--- src/rtl/aer_rx_decoder.sv ---
// AER receiver: synchronises the 2-bit four-phase handshake link, reassembles
// ADDR_W/2 symbols (MSB pair first) into an event address, presents it on valid/ready.
module aer_rx_decoder #(
  parameter int ADDR_W  = 8,
  parameter int SETTLE  = 2,
  parameter int TIMEOUT = 64
) (
  input  logic              clk,
  input  logic              reset,
  input  logic              aer_req,
  input  logic              aer_bit0,
  input  logic              aer_bit1,
  output logic              aer_ack,
  output logic [ADDR_W-1:0] ev_addr,
  output logic              ev_valid,
  input  logic              ev_ready,
  output logic              frame_err
);

  localparam int NSYM  = ADDR_W / 2;
  localparam int SYM_W = (NSYM > 1) ? $clog2(NSYM) : 1;
  localparam int SET_W = (SETTLE > 1) ? $clog2(SETTLE) : 1;
  localparam int TMO_W = (TIMEOUT > 1) ? $clog2(TIMEOUT) : 1;
  localparam int SH_W  = (ADDR_W > 2) ? ADDR_W - 2 : 1;

  localparam logic [SYM_W-1:0] SYM_LAST = SYM_W'(NSYM - 1);
  localparam logic [SET_W-1:0] SET_LAST = SET_W'(SETTLE - 1);
  localparam logic [TMO_W-1:0] TMO_LAST = TMO_W'(TIMEOUT - 1);

  typedef enum logic [1:0] {
    S_IDLE,
    S_SETTLE,
    S_SAMPLE,
    S_ACK
  } state_t;

  logic [1:0]        r_req_sy;
  logic [1:0]        r_b0_sy;
  logic [1:0]        r_b1_sy;
  logic              w_req_s;
  logic              w_b0_s;
  logic              w_b1_s;

  state_t            r_state;
  logic [SET_W-1:0]  r_settle;
  logic [SYM_W-1:0]  r_sym;
  logic [SH_W-1:0]   r_shift;
  logic [TMO_W-1:0]  r_tmo;
  logic              r_ack;
  logic [ADDR_W-1:0] r_addr;
  logic              r_valid;
  logic              r_ferr;

  state_t            w_state_nxt;
  logic [SET_W-1:0]  w_settle_nxt;
  logic [SYM_W-1:0]  w_sym_nxt;
  logic [SH_W-1:0]   w_shift_nxt;
  logic [TMO_W-1:0]  w_tmo_nxt;
  logic              w_ack_nxt;
  logic [ADDR_W-1:0] w_addr_nxt;
  logic              w_valid_nxt;
  logic              w_ferr_nxt;
  logic              w_take;
  logic              w_last;
  logic              w_stall;
  logic [ADDR_W-1:0] w_cat;

  // Two-flop synchronisers; nothing else looks at the raw link inputs
  always_ff @(posedge clk or posedge reset) begin
    if (reset) begin
      r_req_sy <= '0;
      r_b0_sy  <= '0;
      r_b1_sy  <= '0;
    end else begin
      r_req_sy <= {r_req_sy[0], aer_req};
      r_b0_sy  <= {r_b0_sy[0], aer_bit0};
      r_b1_sy  <= {r_b1_sy[0], aer_bit1};
    end
  end

  assign w_req_s = r_req_sy[1];
  assign w_b0_s  = r_b0_sy[1];
  assign w_b1_s  = r_b1_sy[1];

  // Register holds only the earlier symbols of the frame; w_cat is the frame so far
  if (ADDR_W > 2) begin : g_wide
    assign w_cat = {r_shift, w_b1_s, w_b0_s};
  end else begin : g_narrow
    assign w_cat = {w_b1_s, w_b0_s};
  end

  assign w_last  = (r_sym == SYM_LAST);
  assign w_stall = w_last && r_valid && !ev_ready;

  always_ff @(posedge clk or posedge reset) begin
    if (reset) begin
      r_state  <= S_IDLE;
      r_settle <= '0;
      r_sym    <= '0;
      r_shift  <= '0;
      r_tmo    <= '0;
      r_ack    <= 1'b0;
      r_addr   <= '0;
      r_valid  <= 1'b0;
      r_ferr   <= 1'b0;
    end else begin
      r_state  <= w_state_nxt;
      r_settle <= w_settle_nxt;
      r_sym    <= w_sym_nxt;
      r_shift  <= w_shift_nxt;
      r_tmo    <= w_tmo_nxt;
      r_ack    <= w_ack_nxt;
      r_addr   <= w_addr_nxt;
      r_valid  <= w_valid_nxt;
      r_ferr   <= w_ferr_nxt;
    end
  end

  always_comb begin
    w_state_nxt  = r_state;
    w_settle_nxt = r_settle;
    w_sym_nxt    = r_sym;
    w_shift_nxt  = r_shift;
    w_tmo_nxt    = '0;
    w_ack_nxt    = r_ack;
    w_addr_nxt   = r_addr;
    w_valid_nxt  = r_valid;
    w_ferr_nxt   = 1'b0;
    w_take       = 1'b0;

    if (r_valid && ev_ready) begin
      w_valid_nxt = 1'b0;
    end

    case (r_state)
      S_IDLE: begin
        w_ack_nxt = 1'b0;
        if (w_req_s) begin
          w_state_nxt  = S_SETTLE;
          w_settle_nxt = '0;
        end else if (r_sym != '0) begin
          // Partial frame is waiting for its next symbol
          if (r_tmo == TMO_LAST) begin
            w_sym_nxt   = '0;
            w_shift_nxt = '0;
            w_ferr_nxt  = 1'b1;
          end else begin
            w_tmo_nxt = r_tmo + 1'b1;
          end
        end
      end
      S_SETTLE: begin
        if (!w_req_s) begin
          w_state_nxt = S_IDLE;
        end else if (r_settle == SET_LAST) begin
          w_take = 1'b1;
        end else begin
          w_settle_nxt = r_settle + 1'b1;
        end
      end
      S_SAMPLE: begin
        w_take = 1'b1;
      end
      S_ACK: begin
        if (!w_req_s) begin
          w_ack_nxt   = 1'b0;
          w_state_nxt = S_IDLE;
        end
      end
      default: begin
        w_state_nxt = S_IDLE;
      end
    endcase

    // Sampling is folded into the final settle cycle so ack rises SETTLE+3 after req
    if (w_take) begin
      if (w_stall) begin
        w_state_nxt = S_SAMPLE;
      end else begin
        w_shift_nxt = w_cat[SH_W-1:0];
        w_ack_nxt   = 1'b1;
        w_state_nxt = S_ACK;
        if (w_last) begin
          w_addr_nxt  = w_cat;
          w_valid_nxt = 1'b1;
          w_sym_nxt   = '0;
        end else begin
          w_sym_nxt = r_sym + 1'b1;
        end
      end
    end
  end

  assign aer_ack   = r_ack;
  assign ev_addr   = r_addr;
  assign ev_valid  = r_valid;
  assign frame_err = r_ferr;

endmodule

--- config.mk ---
export PLATFORM = sky130hd
export DESIGN_NAME = aer_rx_decoder
export DESIGN_NICKNAME = d
export VERILOG_FILES = /design/src/rtl/aer_rx_decoder.sv
export SDC_FILE = /design/constraint.sdc
export NUM_CORES = 1
export LEC_CHECK = 0
export CORE_MARGIN = 2
export CORE_UTILIZATION = 55
export DETAILED_ROUTE_END_ITERATION = 16
export PLACE_DENSITY = 0.88
export SYNTH_ARGS = -nofsm -noshare
export SYNTH_HDL_FRONTEND = slang
export SYNTH_SLANG_ARGS = --single-unit
--- constraint.sdc ---
create_clock -name clk -period 5 [get_ports clk]
set_input_delay 1 -clock clk [delete_from_list [all_inputs] [get_ports clk]]
set_output_delay 1 -clock clk [all_outputs]
set_load 0.02 [all_outputs]
==> results.cfg <==
[cells_and_area]
design_area_um2 = 1720
antennaDiodeCount = 0
syn_to_final_growth_pct = 14.5
drive_gt1_share_pct = 14.7
nets = 148

[run_status]
run_status = finished, final reports clean

[sta]
setup_tns_ps = 0
maxSlewViolCount = 0
worst_pin_slew_ps = 414
hold_slack_ps = 354
slew_headroom_pct = 72.4
rsz0062_at_grt = no
fmax_mhz = 430
setup_viol = 0
fin_worst_skew_ps = 11.6
worst_slack_ps = 2670
post-route-period-util_pct = 46.5
hold_viol_final = 0
finalCriticalPeriod_ps = 2330

[clock_tree]
clk_path_buf_depth = 2
post_cts_resized = 0
cts_tree = done
ctsHoldBuffers = 0
root_buffer = clkbuf_4
clock_latency_ps = 330
post_cts_buffers = 0
clkTransAtPathRegs_ps = 100
cts_buffers = 5
clock-sinks = 34
cts-htree-levels = 2

[routing]
drt_pre_antenna_iters = 4
via_per_inst = 5.69
ant_nets = 0
drc_errors = 0
drt_iter0_drc = 30
wl_um = 2510
routedWlPerCell_um = 15.1
dr_total_vias = 945

[critical_path]
path_buf_inv = 1
r2r_slack_ps = 3030
critPathMaxStageDelay_ps = 620
required_ps = 4000
path_class = reg -> out
path_cells = clkdlybuf4s50_1
critPathTopFamily = buffers and inverters
crit_path_max_fanout = 2
crit_arrival_ps = 1330
crit_slowest_cell = clkdlybuf4s50_1
cp-start-kind = flip-flop
endpoint_kind = output pin

[floorplanning]
die_area_um2 = 3170
core_um2 = 2540
initial_utilization_pct = 59.1
die_w_um = 56.3
io_pins = 17
row_count = 18
die_y_um = 56.3

[power_and_ir_drop]
p_comb_share_pct = 40.1
power_density_nw_per_um2 = 557
ir_drop_v = 0.000431
swShare_pct = 35.2
pwr-share-seq_pct = 43.7
p_int_mw = 0.621
pwr-share-clk_pct = 16.2
p_leak_nw = 0.803
p_sw_mw = 0.338
total_power_mw = 0.959

[worst_hold_path]
min_path_type = reg -> reg

[synth]
synth_seq_area_share_pct = 56.6
synth_seq_cells = 34
synth.distinct_cells = 32
synth_fp_nets = 130
syn_avg_cell_area_um2 = 12.9
yosys_warnings = 0
synthCells = 117
netlist_area_um2 = 1500

[global_route]
grt_pass1_wl_um = 4540
grt_max_degree = 35
track_usage_pct = 18.8
grt_overflow_total = 0
grt_pass1_vias = 974
antenna_found_initial = 0

[place]
placed_cell_area_um2 = 1660
dp_hpwl_um = 1750
gp_congestion = 0.762
portBuffers = 16
place_ws_ps = 2520

[flow_run]
drv_cap = 0
-- routing by layer --
metal / global-route usage, % / vias up / wire (um)
met5: 0 / - / 0
met4: 8.16 / 0 / 31
met3: 4.84 / 5 / 125
met1: 23.9 / 462 / 1120
li1: - / 446 / -
met2: 30.3 / 32 / 1240
-- cells in the final DEF (no fill, tap or decap), drive strengths merged --
master	count
dfrtp	34
clkdlybuf4s50	16
inv	10
mux2	8
o31ai	7
ha	7
clkbuf	7
nor2	6
nand4	5
nand2	4
nand3	4
mux2i	3
o21ai	2
xor2	2
a21o	2
a21oi	2
a31o	1
nand2b	1
and4	1
a22o	1
nand3b	1
and3	1
or3b	1
nor3	1
or2	1
o32ai	1
o21bai	1
xnor2	1
or3	1
o2bb2ai	1
o31a	1
clkinv	1
buf	1
-- flip-flops by register name, indices dropped and copies added, names as in the netlist --
name	cells
r_state	2
r_sym	2
r_tmo	6
r_b0_sy	2
r_req_sy	2
ev_valid	1
frame_err	1
r_shift	6
r_b1_sy	2
r_settle	1
ev_addr	8
aer_ack	1
-- power by group through the flow --
stage | clock network (mW) | registers [mW] | logic [mW]
6_report | 0.155 | 0.419 | 0.384
5_1_grt | 0.175 | 0.429 | 0.421
4_1_cts | 0.160 | 0.419 | 0.382
3_5_place_dp | 0 | 0.424 | 0.379
3_3_place_gp | 0 | 0.417 | 0.364
2_1_floorplan | 0 | 0.451 | 0.235
-- cells in the mapped netlist --
library cell | number | area, um2
dfrtp_1 | 34 | 851
inv_1 | 10 | 37.5
mux2_4 | 8 | 120
ha_1 | 7 | 87.6
o31ai_1 | 7 | 52.6
nor2_1 | 6 | 22.5
nand4_1 | 5 | 31.3
nand2_1 | 4 | 15.0
nand3_1 | 4 | 20.0
buf_6 | 3 | 33.8
mux2i_1 | 3 | 30.0
a21o_1 | 2 | 15.0
a21oi_1 | 2 | 10.0
buf_2 | 2 | 10.0
o21ai_0 | 2 | 10.0
xor2_1 | 2 | 17.5
a22o_1 | 1 | 8.76
a31o_1 | 1 | 8.76
and3_1 | 1 | 6.26
and4_4 | 1 | 11.3
clkbuf_1 | 1 | 3.75
nand2b_1 | 1 | 6.26
nand3b_1 | 1 | 7.51
nor3_4 | 1 | 16.3
o21bai_1 | 1 | 7.51
o2bb2ai_1 | 1 | 8.76
o31a_1 | 1 | 8.76
o32ai_2 | 1 | 16.3
or2_2 | 1 | 6.26
or3_1 | 1 | 6.26
or3b_1 | 1 | 8.76
xnor2_1 | 1 | 8.76
-- stage by stage --
stage | cells | util [%]
2_1_floorplan | 117 | -
3_3_place_gp | 158 | 65.3
3_5_place_dp | 158 | 65.3
4_1_cts | 166 | 67.7
5_1_grt | 166 | 67.7
6_report | 166 | 67.7
-- worst reg2reg max path, stage by stage, from the launching register on --
cell and delay [ps]:
dfrtp_1 460, inv_1 120, ha_1 240, or3b_1 510, nor3_4 390, o31ai_1 130
-- cell type report --
class,instances,area (um2)
Inverter,10,37.5
Timing Repair Buffer,17,168
Multi-Input combinational cell,67,568
Tap cell,30,37.5
Clock buffer,7,55.1
Clock inverter,1,5.00
Fill cell,203,823
Sequential cell,34,851
-- logic make-up after synthesis --
logic type      Yosys count  share of synthesized area, %
mux                      11                          9.98
flops                    34                          56.6
fa+ha+maj                 7                          5.82
compound gates           19                          9.73
simple gates             27                          10.5
xor+xnor                  3                          1.75
buf+inv                  16                          5.66
-- worst paths after layout --
path / start / endpoint / cells after the start
hold reg to reg: r_req_sy[0] / r_req_sy[1] / 0
setup reg to reg: r_state[0] / r_sym[1] / 5
hold / removal: r_req_sy[0] / r_req_sy[1] / 0
min in group asynchronous: reset / r_shift[4] / 3
max in group asynchronous: reset / r_b0_sy[1] / 3
setup / recovery: ev_addr[5] / ev_addr[5] / 1
(Power assumes the default switching activity.)
